==> config.mk <==
export PLATFORM = sky130hd
export DESIGN_NAME = vga_sync_800x600
export DESIGN_NICKNAME = d
export VERILOG_FILES = /design/src/rtl/vga_sync_800x600.sv
export SDC_FILE = /design/constraint.sdc
export NUM_CORES = 1
export LEC_CHECK = 0
export BUFFER_PORTS_ARGS = -buffer_cell sky130_fd_sc_hd__buf_4
export CAP_MARGIN = 15
export CORE_MARGIN = 5
export CORE_UTILIZATION = 54
export CTS_CLUSTER_SIZE = 20
export DETAILED_ROUTE_END_ITERATION = 10
export GPL_TIMING_DRIVEN = 1
export PLACE_DENSITY = 0.84
export RECOVER_POWER = 50
export SYNTH_ARGS = -nofsm -noshare
export SYNTH_HDL_FRONTEND = slang
export SYNTH_SLANG_ARGS = --single-unit
==> constraint.sdc <==
create_clock -name clk -period 3.1 [get_ports clk]
set_input_delay 0.62 -clock clk [delete_from_list [all_inputs] [get_ports clk]]
set_output_delay 0.62 -clock clk [all_outputs]
set_load 0.05 [all_outputs]
==> src/rtl/vga_sync_800x600.sv <==
// -----------------------------------------------------------------------------
// vga_sync_800x600
//   Raster timing generator for an 800x600 display. It scans a pixel position
//   across the whole frame, including the blanking intervals, and produces the
//   sync pulses, a visible-area flag and a frame-start pulse. The default timing
//   is 800x600 with a 50 MHz pixel clock: 1040 clocks per line, 666 lines per
//   frame.
//
//   Ports
//     clk        in   pixel clock; all state changes on the rising edge
//     reset      in   synchronous, active-high; takes priority over pix_en
//     pix_en     in   advance enable; the position and syncs hold while low
//     hsync      out  horizontal sync, active level SYNC_POL
//     vsync      out  vertical sync, active level SYNC_POL
//     video_on   out  high while the position is inside the visible area
//     pix_x      out  current column, 0 .. H_TOTAL-1 (registered)
//     pix_y      out  current row,    0 .. V_TOTAL-1 (registered)
//     frame_tick out  one-cycle pulse while (0,0) is first presented
// -----------------------------------------------------------------------------
module vga_sync_800x600 #(
   parameter int unsigned H_DISPLAY = 800,
   parameter int unsigned H_FRONT   = 56,
   parameter int unsigned H_SYNC    = 120,
   parameter int unsigned H_BACK    = 64,
   parameter int unsigned V_DISPLAY = 600,
   parameter int unsigned V_FRONT   = 37,
   parameter int unsigned V_SYNC    = 6,
   parameter int unsigned V_BACK    = 23,
   parameter bit          SYNC_POL  = 1'b1
) (
   input  logic        clk,
   input  logic        reset,
   input  logic        pix_en,
   output logic        hsync,
   output logic        vsync,
   output logic        video_on,
   output logic [10:0] pix_x,
   output logic [10:0] pix_y,
   output logic        frame_tick
);

   localparam int unsigned HTotal = H_DISPLAY + H_FRONT + H_SYNC + H_BACK;
   localparam int unsigned VTotal = V_DISPLAY + V_FRONT + V_SYNC + V_BACK;

   localparam logic [10:0] HLast      = 11'(HTotal - 1);
   localparam logic [10:0] VLast      = 11'(VTotal - 1);
   localparam logic [10:0] HDisp      = 11'(H_DISPLAY);
   localparam logic [10:0] VDisp      = 11'(V_DISPLAY);
   localparam logic [10:0] HSyncStart = 11'(H_DISPLAY + H_FRONT);
   localparam logic [10:0] HSyncEnd   = 11'(H_DISPLAY + H_FRONT + H_SYNC - 1);
   localparam logic [10:0] VSyncStart = 11'(V_DISPLAY + V_FRONT);
   localparam logic [10:0] VSyncEnd   = 11'(V_DISPLAY + V_FRONT + V_SYNC - 1);

   logic [10:0] x_q, x_d;
   logic [10:0] y_q, y_d;
   logic        hsync_q, hsync_d;
   logic        vsync_q, vsync_d;
   logic        tick_q, tick_d;
   logic        x_wrap, y_wrap;

   // The ">=" compares keep the counters inside the frame even if they were
   // ever pushed out of range; in normal operation they only ever hit "==".
   assign x_wrap = (x_q >= HLast);
   assign y_wrap = (y_q >= VLast);

   // Next position.
   always_comb begin
      x_d = x_q;
      y_d = y_q;
      if (pix_en) begin
         if (x_wrap) begin
            x_d = '0;
            y_d = y_wrap ? '0 : y_q + 11'd1;
         end else begin
            x_d = x_q + 11'd1;
         end
      end
   end

   // Syncs are decoded from the next position and registered, so they change
   // on the same edge as pix_x/pix_y and never glitch. When pix_en is low the
   // next position equals the current one, so the syncs hold as well.
   always_comb begin
      hsync_d = ((x_d >= HSyncStart) && (x_d <= HSyncEnd)) ? SYNC_POL : ~SYNC_POL;
      vsync_d = ((y_d >= VSyncStart) && (y_d <= VSyncEnd)) ? SYNC_POL : ~SYNC_POL;
      tick_d  = pix_en && x_wrap && y_wrap;
   end

   always_ff @(posedge clk) begin
      if (reset) begin
         x_q     <= '0;
         y_q     <= '0;
         hsync_q <= ~SYNC_POL;
         vsync_q <= ~SYNC_POL;
         // Arm the tick so the (0,0) presented right after release is marked
         // as a frame start.
         tick_q  <= 1'b1;
      end else begin
         x_q     <= x_d;
         y_q     <= y_d;
         hsync_q <= hsync_d;
         vsync_q <= vsync_d;
         tick_q  <= tick_d;
      end
   end

   assign pix_x    = x_q;
   assign pix_y    = y_q;
   assign hsync    = hsync_q;
   assign vsync    = vsync_q;
   assign video_on = (x_q < HDisp) && (y_q < VDisp);
   // The armed tick is masked while reset is still held, so frame_tick stays
   // low during reset and shows for the one cycle after release.
   assign frame_tick = tick_q & ~reset;

endmodule

* Word level (Yosys, flattened, before mapping)
Index checks and enable logic that the tools add are counted.
** Word-level totals
- Bits in registers :: 25
- Input bits :: 3
- Output and inout port bits :: 26
** Cells by class
- $add $sub $neg :: 2
- Magnitude comparators :: 8
- Multiplexer cells :: 7
- Bitwise operators :: 2
- Reduce and logical (&&, ||, !) cells :: 5
** Operator list (number)
- $mux 11 :: 5
- $ge 11x10->1 const B :: 3
- $add 11x1->11 const B :: 2
- $le 11x10->1 const B :: 2
- $lt 11x10->1 const B :: 2
- $ge 11x11->1 const B :: 1
- $logic_and 1x1->1 :: 5
- $mux 1 :: 2
- $and 1x1->1 :: 1
- $not 1->1 :: 1

* Depth between registers and ports, before layout
- Word-level depth :: 7
- Gate-level depth with buffers :: 9
- Depth with buffers taken out :: 9

* Worst setup path after synthesis
OpenSTA, ideal clock, no wires.
- Path type :: register to output
- Start point :: register y_q[3], in the netlist pix_y[3]
- End point :: output port video_on
- Arrival time :: 3596 ps
- Data required time :: 2480 ps
- Path slack :: -1116 ps
- Stages on the path, launching flop included :: 6
- Path buffers :: 1
- Cells stage by stage :: dfxtp_1 > buf_4 > nand2_1 > nand2b_1 > a211o_1 > a2111oi_0
** Between the ends
- Longest elaborated chain between the ends :: 2
** Ends and longest elaborated chain
- start, declared :: RTL line 55 : logic [10:0] y_q, y_d;
- start signal, assigned :: RTL line 100 : y_q <= y_d;
- $lt 11x10->1 :: RTL line 111 : assign video_on = (x_q < HDisp) && (y_q < VDisp);
- $logic_and 1x1->1 :: RTL line 111
- end, declared :: RTL line 36 : output logic video_on,
Every way passes these cells.

* Worst setup path in the final report
Ends and elaborated chain as after synthesis.

==> metrics.md <==
| Metric | Value |
|---|---|
| Cell Rows | `19` |
| Post-route core utilization | `around 60%` |
| CP Capture Type | `output pin` |
| Gate count after technology mapping | `186` |
| Fin nets | `217` |
| Vias in the first global route | `about 1,400` |
| Final WS setup | `572.3 ps` |
| Synth warn | `0` |
| Cts bufs inserted | `3` |
| CTS sink cnt | `25` |
| CP arrival | `about 1900 ps` |
| Relative slew margins | `58.97%` |
| DIE HEIGHT | `around 64 um` |
| Pleak | `0.6107 nW` |
| Asr flop ratio synth | `0%` |
| Gp weighted congestion | `a little under 1` |
| Routed WL per cell | `about 16 um` |
| Worst Skew | `between 3 and 4 ps` |
| Fin crit period | `~2500 ps` |
| Post-Syn Area per Cell | `approximately 8.5 sq um` |
| Post-synthesis compound-gate area fraction | `between 10% and 20%` |
| Synthesized cell area | `1574 sq um` |
| Largest net degree at the start of global routing | `16` |
| Period utilization | `just over 80%` |
| Pwr dens | `~300 nW/um^2` |
| Htree depth | `1` |
| Mux share of post-synthesis cell area | `less than 1%` |
| Clock Pin Slew Worst Setup and Hold Paths | `approximately 150 ps` |
| Max-Cap Viols | `0` |
| All-Layer GR Usage | `around 19%` |
| Placement Setup Slack | `roughly 620 ps` |
| Xor and xnor area share after synthesis | `around 8.8%` |
| Primary FF master, synth | `dfxtp_1` |
| Area leader, netlist | `dfxtp_1` |
| Worst Setup Path Type | `flop to output pin` |
| Seq/Total Area, Yosys | `about a third` |
| Hold Buf Count CTS | `0` |
| IO buf count | `28` |
| Initial DRT Pass Iterations | `5` |
| Worst endpoint required time | `~2500 ps` |
| Largest buffer count on any clock path | `2` |
| Largest family of logic cells by synthesized area | `simple AND/OR/NAND/NOR gates` |
| Root buffer cell | `clkbuf_4` |
| Fin. Hold Viols | `0` |
| RSZ-0062 raised after global routing | `no` |
| Post-synth cell types | `between 50 and 60` |
| Vias per cell | `between 6 and 7` |
| Syn_nets | `approximately 190` |
| Worst vdd ir | `about 0.26 mV` |
| Worst skew pair latency | `around 320 ps` |
| Max FO, Critical Path | `10` |
| Worst Max-Slew Pin Slew | `a little over 600 ps` |
| Initial antenna violation count | `0` |
| ANT nets after route | `0` |
| First-pass GRT wire length | `between 6000 and 7000 um` |
| Die area | `~4100 sq um` |
| ANT cells | `0` |
| Vias after detailed routing | `approximately 1,500` |
| Hpwl dp | `2815 um` |
| Synth area leaders | `dfxtp_1, nor2_1, xor2_1` |
| Design area | `~1700 sq um` |
| Worst Hold Class | `input pin to flop` |
| Max Slew Vio Count | `0` |
| Starting Density | `about 57%` |
| Total congestion overflow | `0` |
| Setup crit start kind | `flop` |
| Syn-to-layout area delta | `8.585%` |
| Drt total wl | `about 3800 um` |
| PnR Total Power | `between 0.5 and 0.6 mW` |
| Resized cells post-CTS | `0` |
| Register bit total from synthesis | `25` |
| Die W | `about 64 um` |
| Residual DRC count | `0` |
| Core Region | `~2800 sq um` |
| DP Area | `between 1500 and 2000 sq um` |
| Outcome | `completed` |
| Layout cells sized above 1 | `between 10% and 20%` |
| CTS tree | `yes` |
| Post-Synth Simple-Gate Area | `about 33%` |
| Area share of the largest cell type after synthesis | `about a third` |
| Setup Viol. Count Final | `0` |
| Setup TNS | `0 ps` |
| Fmax | `~400 MHz` |
| 1st-iter DRT viols | `between 90 and 100` |
| Ports | `29` |
| Post-synth EDFFs | `0` |
| Postcts setup bufs | `0` |
| Synth Area in Adders | `under 10%` |
## worst max-delay path, stage by stage, from the launching register on
cell       delay, ps
dfxtp_1          450
nand2_1          150
nand2b_1          80
a211o_1          320
a2111oi_2        350
buf_4            250
## per-stage QoR
step                hold slack [ps]  instances
finish                        505.8        241
global route                  506.8        241
CTS                           502.9        241
detailed placement            524.4        237
global placement              521.5        237
floorplan                     692.4        186
## logic make-up after synthesis
family                   Yosys count
AND/OR/NAND/NOR                   92
AO/OA/AOI/OAI                     38
flip-flops                        25
XOR/XNOR                          15
buffers and inverters             12
adder cells (fa/ha/maj)            3
multiplexers                       1
## cell usage in the layout (no fill, tap or decap), drive strengths merged, types with 2 or more instances in the layout
| cell type | netlist | layout |
|---|---|---|
| ha | 3 | 3 |
| nor4 | 2 | 2 |
| and3 | 7 | 7 |
| nor2b | 2 | 2 |
| o21ai | 7 | 7 |
| nor3 | 7 | 7 |
| xnor2 | 7 | 7 |
| a31oi | 2 | 2 |
| buf | 4 | 4 |
| a211oi | 5 | 5 |
| dfxtp | 25 | 25 |
| nor2 | 35 | 35 |
| a22oi | 2 | 2 |
| o211a | 2 | 2 |
| o311ai | 3 | 3 |
| a21oi | 7 | 7 |
| inv | 3 | 3 |
| nand2b | 2 | 2 |
| nand4 | 7 | 7 |
| or3 | 4 | 4 |
| nand2 | 17 | 17 |
| xor2 | 8 | 8 |
| o211ai | 2 | 2 |
| nand3 | 4 | 4 |
| clkbuf | 5 | 28 |
## sequential cells by signal, summed over array words and instances, names as in the netlist
register	flops
pix_x	11
vsync	1
hsync	1
tick_q	1
pix_y	11
## Yosys cell counts (4+ instances only)
library cell and instances:
nor2_1 33, xnor2_1 6, o21ai_0 7, xor2_1 8, nor3_1 4, nand4_1 7
and3_1 6, dfxtp_1 25, or3_1 4, a21oi_1 7, nand3_1 4, nand2_1 17
## per-layer routing
layer	share of wire (%)	up-vias	GRT usage [%]
met5	0	-	0
met4	0.84	0	6.753
met3	5.2	4	2.277
met2	46	46	29.40
met1	48	680	27.96
li1	-	722	-
## power breakdown
group	total, mW	internal (mW)	leakage (nW)	switching [mW]
registers	0.329	0.325	0.202	0.00434
logic	0.0330	0.00829	0.395	0.0247
clock network	0.155	0.0493	0.0139	0.106
## cell type report
class / count / area, sq um
fill: 272 / 1072
multi-input combinational: 149 / 1005
sequential: 25 / 500.5
timing repair buffer: 29 / 123.9
tap: 31 / 38.79
clock buffer: 3 / 22.52
inverter: 3 / 11.26
clock inverter: 1 / 7.507
## worst paths after layout
path | cells after the start | slack [ps] | end | from
max reg2reg | 8 | 580 | vsync | pix_x[0]
max | 5 | 570 | video_on | pix_y[3]
min | 2 | 510 | pix_y[0] | reset
min reg2reg | 2 | 540 | pix_y[10] | pix_y[10]
(Power assumes the default switching activity.)
